==> src/rtl/fetch_pkg.sv <==
// Shared types and constants for the instruction-fetch controller.
package fetch_pkg;

    typedef enum logic {
        RUN   = 1'b0,
        FAULT = 1'b1
    } fetch_state_t;

    localparam int unsigned FQ_DEPTH = 2;
    localparam logic [31:0] PC_STEP  = 32'd4;

endpackage

==> src/rtl/fetch_queue.sv <==
// Two-entry FIFO holding fetched instructions together with their PC.
module fetch_queue
    import fetch_pkg::*;
#(
    parameter int unsigned WIDTH = 32
) (
    input  logic             clk,
    input  logic             rst,
    input  logic             flush,
    input  logic             push,
    input  logic [31:0]      push_pc,
    input  logic [WIDTH-1:0] push_instr,
    input  logic             pop,
    output logic [1:0]       count,
    output logic [31:0]      head_pc,
    output logic [WIDTH-1:0] head_instr
);

    logic [31:0]      pc_mem    [FQ_DEPTH];
    logic [WIDTH-1:0] instr_mem [FQ_DEPTH];
    logic             rd_ptr;
    logic             wr_ptr;
    logic [1:0]       count_q;

    assign count      = count_q;
    assign head_pc    = pc_mem[rd_ptr];
    assign head_instr = instr_mem[rd_ptr];

    // Storage and pointers; flush wins over a same-cycle push, a pop is already consumed.
    always_ff @(posedge clk or posedge rst) begin
        if (rst) begin
            for (int i = 0; i < FQ_DEPTH; i++) begin
                pc_mem[i]    <= '0;
                instr_mem[i] <= '0;
            end
            rd_ptr  <= 1'b0;
            wr_ptr  <= 1'b0;
            count_q <= 2'd0;
        end else if (flush) begin
            rd_ptr  <= 1'b0;
            wr_ptr  <= 1'b0;
            count_q <= 2'd0;
        end else begin
            if (push) begin
                pc_mem[wr_ptr]    <= push_pc;
                instr_mem[wr_ptr] <= push_instr;
                wr_ptr            <= ~wr_ptr;
            end
            if (pop) begin
                rd_ptr <= ~rd_ptr;
            end
            count_q <= count_q + {1'b0, push} - {1'b0, pop};
        end
    end

endmodule

==> src/rtl/fetch_ctrl.sv <==
// Instruction-fetch controller: owns the PC, issues imem reads, buffers
// responses for decode and handles redirects (including misaligned targets).
module fetch_ctrl
    import fetch_pkg::*;
#(
    parameter int unsigned WIDTH    = 32,
    parameter logic [31:0] RESET_PC = 32'h0000_0000
) (
    input  logic             clk,
    input  logic             rst,
    input  logic             fetch_en,
    input  logic             redirect_valid,
    input  logic [31:0]      redirect_pc,
    output logic             imem_rd_en,
    output logic [31:0]      imem_pc,
    input  logic [WIDTH-1:0] imem_instr,
    output logic             if_valid,
    input  logic             if_ready,
    output logic [WIDTH-1:0] if_instr,
    output logic [31:0]      if_pc,
    output logic             fetch_fault
);

    fetch_state_t state;
    logic [31:0]  pc;
    logic [31:0]  tag;
    logic         inflight;
    logic [1:0]   count;
    logic         pop;
    logic         push;
    logic         issue;
    logic [2:0]   outstanding;

    assign pop         = if_valid && if_ready;
    assign outstanding = {1'b0, count} + {2'b0, inflight} - {2'b0, pop};
    // Gated by rst so no read escapes while reset is held.
    assign issue       = !rst && (state == RUN) && fetch_en && !redirect_valid &&
                         (outstanding < 3'(FQ_DEPTH));
    // A response landing in a redirect cycle belongs to the old path and is dropped.
    assign push        = inflight && !redirect_valid;

    assign imem_rd_en  = issue;
    assign imem_pc     = pc;
    assign if_valid    = (count != 2'd0);
    assign fetch_fault = (state == FAULT);

    // PC, in-flight tracking and RUN/FAULT state; redirect overrides issue.
    always_ff @(posedge clk or posedge rst) begin
        if (rst) begin
            state    <= RUN;
            pc       <= RESET_PC;
            tag      <= '0;
            inflight <= 1'b0;
        end else begin
            inflight <= issue;
            if (issue) begin
                tag <= pc;
                pc  <= pc + PC_STEP;
            end
            if (redirect_valid) begin
                pc    <= redirect_pc;
                state <= (redirect_pc[1:0] != 2'b00) ? FAULT : RUN;
            end
        end
    end

    fetch_queue #(
        .WIDTH (WIDTH)
    ) u_queue (
        .clk        (clk),
        .rst        (rst),
        .flush      (redirect_valid),
        .push       (push),
        .push_pc    (tag),
        .push_instr (imem_instr),
        .pop        (pop),
        .count      (count),
        .head_pc    (if_pc),
        .head_instr (if_instr)
    );

endmodule

==> config.mk <==
export PLATFORM = sky130hd
export DESIGN_NAME = fetch_ctrl
export DESIGN_NICKNAME = d
export VERILOG_FILES = /design/src/rtl/fetch_pkg.sv /design/src/rtl/fetch_queue.sv /design/src/rtl/fetch_ctrl.sv
export SDC_FILE = /design/constraint.sdc
export NUM_CORES = 1
export LEC_CHECK = 0
export CAP_MARGIN = 30
export CORE_ASPECT_RATIO = 0.6
export CORE_UTILIZATION = 50
export CTS_BUF_LIST = sky130_fd_sc_hd__clkbuf_8
export CTS_CLUSTER_DIAMETER = 40
export DETAILED_ROUTE_END_ITERATION = 10
export PLACE_DENSITY_LB_ADDON = 0.3
export SLEW_MARGIN = 20
export SYNTH_ARGS = -nofsm -noshare
export SYNTH_HDL_FRONTEND = slang
export SYNTH_HIERARCHICAL = 1
export SYNTH_SLANG_ARGS = --single-unit
==> constraint.sdc <==
create_clock -name clk -period 10.9 [get_ports clk]
set_input_delay 3.27 -clock clk [delete_from_list [all_inputs] [get_ports clk]]
set_output_delay 3.27 -clock clk [all_outputs]
set_load 0.05 [all_outputs]
==> results.md, run 1 <==
* Worst-path clk slew at 0.10 ns
* F_max at 0.106 GHz
* Routed length per instance at between 15 and 20 microns
* Design Power at 2.13 mW
* Vias in the first global route at approximately 6,300
* Die Ht at roughly 110 microns
* CTS root buf: clkbuf_8
* I/O pin cnt at ~170
* Die width at approximately 180 microns
* CTS tree: done
* DP HPWL at 14,600 microns
* DR pass1 iterations at 5
* Top FF cell, synth: dfrtp_1
* Cells after synthesis at around 730
* Simple-Gate Fraction of Synth Area at about a tenth
* Hold_buf cts at 0
* Largest family of logic cells by synthesized area: multiplexers
* Synth-to-Final Area Change at 23.2%
* Grt total ovfl at 0
* Post-synthesis xor/xnor area fraction at less than 1%
* Final Hold Vio Count at 0
* Sink Count at roughly 200
* Share of cells above drive strength 1 at approximately 28%
* Post-CTS Setup Repair Bufs at 0
* GP Congestion at 0.844
* Crit. End Element: output port
* Synthesized area per cell at about 13 sq um
* HP Class: register to register
* Req. time, crit path at 7.63 ns
* Post-synth net total at 802
* Initial antenna violation count at 0
* Async set-reset flop share out of synthesis at 100%
* Post-synthesis sequential area ratio at between 50 and 60%
* Synth Area in Compound Gates at under 10%
* Worst-margin pin slew at ~0.96 ns
* Yosys top cell by area: dfrtp_1
* Antenna Nets Post-Route at 0
* Critical path type: primary input to output port
* Final cell count without fillers at around 1,100
* Share of the synthesized area in the top cell type at a little over half
* Setup ws final at approximately 1.4 ns
* Slowest CP cell: clkdlybuf4s50_1
* Longest Clk Path Bufs at 2
* Via density at ~5.5
* YS warnings at 6
* Total Wirelength at ~22,000 microns
* Drt first-iter violations at ~480
* First-pass GRT wire length at around 35,000 microns
* Leakage power at 5.51 nW
* H-tree Lvls at 4
* Minimum clock period at roughly 9.5 ns
* Final setup fails at 0
* CP dominant cell by count: clkdlybuf4s50_1
* PD cells at between 150 and 200 nW/um^2
* TritonCTS Buffers at 17
* Worst path cell trace: clkdlybuf4s50_1 > and2_1 > ha_1 > nand2b_1 > fa_1 > nand2_1 > or4_4 > inv_2 > clkdlybuf4s50_1
* CP Launch Type: primary input
* Yosys cell types at between 40 and 50
* Gr usage total at about a quarter
* Final max-slew violation count at 0
* Core area at approximately 18,000 sq um
* Drt drc at 0
* Delay of the slowest critical-path stage at about 0.8 ns
* Post-place setup slack at about 1.4 ns
* Via count at roughly 6,300
* Die area at slightly below 20,000 sq um
* Initial Util at between 50% and 60%
* Period utilisation layout at 86.9%
* Fin Clk Skew at roughly 0.02 ns
* EDFF count, synth at 0
* Most area-consuming cells after synthesis: dfrtp_1 (53%), mux2_2 (15%), mux2_4 (11%)
* Worst EP arrival at 6.20 ns
* # nets final at 960
* Max-slew headroom at a little over a third
* Cell Rows at 38
* Unrepaired setup endpoints after global routing: no
* Inst Count DP at 1,105
* Adder-cell share of the synthesized area at less than 1%
* Run status: finished, final reports clean
* Largest net degree at the start of global routing at approximately 70
* Port Buffer Count at between 150 and 200
* N_diodes at 0
* Peak supply drop at about 0.088 mV
* Post-CTS Resized at 0
* MaxCap Viol Count at 0
* Proportion of synthesized area in mux cells at 26.3%
* Latest clock arrival within the worst-skew pair at roughly 0.46 ns
* Mapped Area at slightly above 9000 sq um
* Yosys reg bits at ~200
* Crit path max fanout at 3
* Fin util at 63.3%
* Final TNS setup at 0 ns
-- per-stage QoR --
step | area [sq um] | hold slack, ns
floorplan | 9360 | 0.462
global placement | 11000 | 0.484
detailed placement | 11000 | 0.488
CTS | 11500 | 0.515
global route | 11500 | 0.526
finish | 11500 | 0.513
-- power breakdown --
group	switching, mW	total [mW]	internal (mW)
logic	0.396	0.671	0.276
registers	0.104	0.961	0.856
clock network	0.288	0.498	0.210
total	0.788	2.13	1.34
-- critical path, delay by kind of cell --
kind,cells,cell delay [ns]
buffers and inverters,3,1.31
and+or+nand+nor,4,0.87
adders and majority gates,2,0.74
-- state kept, by name, indices dropped and copies added, names as in the netlist --
signal,flops
imem_pc,32
u_queue/rd_ptr,1
tag,32
u_queue/instr_mem,64
inflight,1
u_queue/count,2
fetch_fault,1
u_queue/wr_ptr,1
u_queue/pc_mem,64
-- cell type report --
| cell class | count | area (sq um) |
|---|---|---|
| flip-flops and latches | 198 | 4960 |
| multi-input cells | 480 | 3980 |
| inverters | 10 | 42.5 |
| clock inverters | 13 | 175 |
| clock buffers | 19 | 262 |
| well taps | 240 | 300 |
| repair buffers | 179 | 1810 |
| fillers | 1456 | 6680 |
-- metal layers --
layer | track usage (%) | wire length, microns | up-vias
met4 | 5.33 | 125 | 0
met3 | 5.03 | 1390 | 14
li1 | - | - | 2874
met5 | 0 | 0 | -
met1 | 35.8 | 10600 | 3168
met2 | 34.0 | 9430 | 206
-- cells in the mapped netlist (2+ instances only) --
cell type,n
clkbuf_1,10
buf_4,2
nand2_1,134
nor4_1,2
a22oi_1,4
nand3_1,22
inv_1,9
nand4_1,14
dfrtp_1,198
nor2_1,17
or4_1,3
a31oi_1,3
nor3_1,4
o31a_1,2
mux2_4,70
and3_1,4
a21oi_1,7
o311ai_0,8
xnor2_1,3
xor2_1,5
buf_6,3
mux2_2,124
buf_2,13
buf_12,12
ha_1,4
o211ai_1,10
nand2b_1,3
o21ai_0,18
-- placed cells by master, fill, tap and decap left out, drive strengths merged, types with 4 or more instances in the layout --
cell / count
clkinv: 5
ha: 4
or4: 4
o21ai: 18
a21oi: 7
inv: 17
clkbuf: 19
dfrtp: 198
nand4: 15
nand2: 134
o211ai: 10
and3: 4
buf: 13
clkdlybuf4s50: 166
nand3: 24
nor2: 17
a22oi: 4
o311ai: 8
xor2: 5
mux2: 194
nor3: 4
-- kinds of logic (layout without fill, tap and decap cells) --
kind of cell / Yosys count / in the layout
AND/OR/NAND/NOR: 215 / 215
buffers and inverters: 50 / 221
adder cells (fa/ha/maj): 5 / 5
AO/OA/AOI/OAI: 56 / 56
flip-flops: 198 / 198
XOR/XNOR: 9 / 9
multiplexers: 195 / 195
-- path summary, 6_finish.rpt --
kind                                       start               endpoint  slack (ns)  cells past startpoint
max                                     if_ready             imem_rd_en        1.43                      9
min                        u_queue/instr_mem[21]  u_queue/instr_mem[21]        0.51                      1
max reg2reg                     u_queue/count[1]            imem_pc[13]        7.03                     13
min reg2reg                u_queue/instr_mem[21]  u_queue/instr_mem[21]        0.51                      1
max in group asynchronous                    rst     u_queue/pc_mem[17]        6.54                      4
min in group asynchronous                    rst  u_queue/instr_mem[59]        3.34                      2
Power figures use the tool's default switching activity.
==> run 2: changes to the inputs <==
Settings changed: CORE_ASPECT_RATIO 0.6 to default.
Clock period 10.9 ns to 10.01 ns, I/O delays scaled along.
==> run 2 against run 1 <==
Net effect: the flow now finishes with violations (DRC); setup slack lost 0.070 ns; clock power increased by 4.4%; total power increased by 7.5%; non-clock buffer count unchanged; first-iteration DRC count fell by 4.0%; largest power group unchanged; die area hardly changed; flip-flop and latch count stayed put.
==> results.md, run 2 (synthesis gave the netlist of run 1 again) <==
* Drt drc at 11 (was 0)
* Port Buffer Count at 167 (unchanged)
* Antenna Nets Post-Route at 0 (unchanged)
* Post-CTS Resized at 0 (unchanged)
* Delay of the slowest critical-path stage at 0.77 ns (was 0.80 ns)
* Largest net degree at the start of global routing at 67 (was 71)
* Cell Rows at 49 (was 38)
* Unrepaired setup endpoints after global routing: no (unchanged)
* Run status: finished with violations (was finished, final reports clean)
* HP Class: register to register (unchanged)
* Fin Clk Skew at 0.0186 ns (was 0.0201 ns)
* Hold path start: u_queue/pc_mem[51] (was u_queue/instr_mem[21])
* Critical path type: primary input to output port (unchanged)
* I/O pin cnt at 168 (unchanged)
* Final Hold Vio Count at 0 (unchanged)
* CTS root buf: clkbuf_8 (unchanged)
* Final setup fails at 0 (unchanged)
* Crit. End Element: output port (unchanged)
* DR pass1 iterations at 8 (was 5)
* Synth-to-Final Area Change at 22.6% (was 23.2%)
* Longest Clk Path Bufs at 2 (unchanged)
* Sink Count at 198 (unchanged)
* Die width at 139 microns (was 179 microns)
* Initial Util at 51.6% (was 51.4%)
* Gr usage total at 22.0% (was 23.4%)
* Worst-path clk slew at 0.09 ns (was 0.10 ns)
* Via density at 5.54 (was 5.50)
* Initial antenna violation count at 0 (unchanged)
* F_max at between 0.1 and 0.15 GHz
* Final max-slew violation count at 0 (unchanged)
* N_diodes at 0 (unchanged)
* Max-slew headroom at 34.6% (was 35.6%)
* Post-CTS Setup Repair Bufs at 0 (unchanged)
* Cell Area, Placed at 11,000 sq um (about the same)
* PD cells at 200 nW/um^2 (was 185 nW/um^2)
* Final TNS setup at 0 ns (unchanged)
* Worst EP arrival at 5.65 ns (was 6.20 ns)
* Worst path cell trace: clkdlybuf4s50_1 > and2_1 > ha_1 > nand2b_1 > fa_1 > nand2_1 > or4_4 > inv_2 > buf_12 (was clkdlybuf4s50_1 > and2_1 > ha_1 > nand2b_1 > fa_1 > nand2_1 > or4_4 > inv_2 > clkdlybuf4s50_1)
* Slowest CP cell: or4_4 (was clkdlybuf4s50_1)
* Routed length per instance at 18.0 microns (was 18.9 microns)
* Req. time, crit path at 7.01 ns (was 7.63 ns)
* Grt total ovfl at 0 (unchanged)
* Core area at 18,100 sq um (was 18,200 sq um)
* First-pass GRT wire length at 33,500 microns (was 34,700 microns)
* Leakage power at 5.49 nW (was 5.51 nW)
* Violated checks: DRC
* H-tree Lvls at 4 (unchanged)
* MaxCap Viol Count at 0 (unchanged)
* Crit. Startpoint: if_ready (unchanged)
* Total Wirelength at 20,300 microns (was 21,500 microns)
* Minimum clock period at around 8.7 ns
* Worst path bufs/invs at 3 (unchanged)
* Vias in the first global route at 6,257 (was 6,312)
* # nets final at 960 (unchanged)
* Die Ht at 139 microns (was 108 microns)
* Crit path max fanout at 58 (was 3)
* Most frequent cells in the layout: dfrtp_1 (197), clkdlybuf4s50_1 (166), nand2_1 (134) (unchanged)
* GP Congestion at 0.814 (was 0.844)
* CTS tree: done (unchanged)
* Design Area, Final at 11,500 sq um (about the same)
* Period utilisation layout at between 80% and 90%
* Drt first-iter violations at 462 (was 481)
* Latest clock arrival within the worst-skew pair at 0.46 ns (about the same)
* Peak supply drop at 0.0891 mV (was 0.0882 mV)
* Regs by FF count: u_queue/instr_mem x64, u_queue/pc_mem x64 (unchanged)
* Die area at 19,300 sq um (about the same)
* Share of cells above drive strength 1 at 27.6% (was 27.9%)
* Hold_buf cts at 0 (unchanged)
* Worst r2r src: u_queue/count[1] (unchanged)
* Delay-heaviest family, CP: simple AND/OR/NAND/NOR gates (was buffers and inverters)
* TritonCTS Buffers at 17 (unchanged)
* Via count at 6,239 (was 6,262)
* Worst-margin pin slew at 0.981 ns (was 0.963 ns)
* CP Launch Type: primary input (unchanged)
* DP HPWL at 13,200 microns (was 14,600 microns)
* Leading cell type in the layout, fill and taps excluded: dfrtp_1 (unchanged)
[run 2: through the flow]
step                hold WS (ns)  utilization, %  power, mW  setup WS (ns)  std cells
finish                     0.507            63.2       2.29           1.36       1127
global route               0.522            63.2       2.40           1.22       1127
CTS                        0.512            63.0       2.31           1.34       1125
detailed placement         0.487            60.8       1.79           1.35       1094
global placement           0.480            60.6       1.77           1.33       1092
floorplan                  0.462               -       1.54           1.74        728
[run 2: path summary, 6_finish.rpt]
path / endpoint / slack (ns) / cells after the start
setup / recovery: imem_rd_en / 1.36 / 9
hold / removal: u_queue/pc_mem[51] / 0.51 / 1
setup reg to reg: imem_pc[22] / 5.85 / 12
hold reg to reg: u_queue/pc_mem[51] / 0.51 / 1
max in group asynchronous: u_queue/instr_mem[10] / 5.70 / 4
min in group asynchronous: u_queue/wr_ptr / 3.07 / 2
[run 2: layer usage]
layer / part of all wire, % / GRT usage, % / vias up
li1: - / - / 2877
met1: 46 / 32.3 / 3112
met2: 46 / 33.0 / 231
met3: 6.4 / 4.83 / 19
met4: 1.0 / 6.02 / 0
met5: 0 / 0 / -
[run 2: power breakdown]
group / leakage, nW / switching [mW] / internal, mW
clock: 0.204 / 0.275 / 0.244
sequential: 2.65 / 0.113 / 0.932
combinational: 2.64 / 0.428 / 0.297
total: 5.49 / 0.816 / 1.47
[run 2: cell type report]
| class | count | area [sq um] |
|---|---|---|
| fill | 1421 | 6680 |
| sequential | 198 | 4960 |
| multi-input combinational | 480 | 3980 |
| timing repair buffer | 179 | 1810 |
| tap | 229 | 287 |
| clock buffer | 17 | 234 |
| clock inverter | 14 | 163 |
| inverter | 10 | 40.0 |
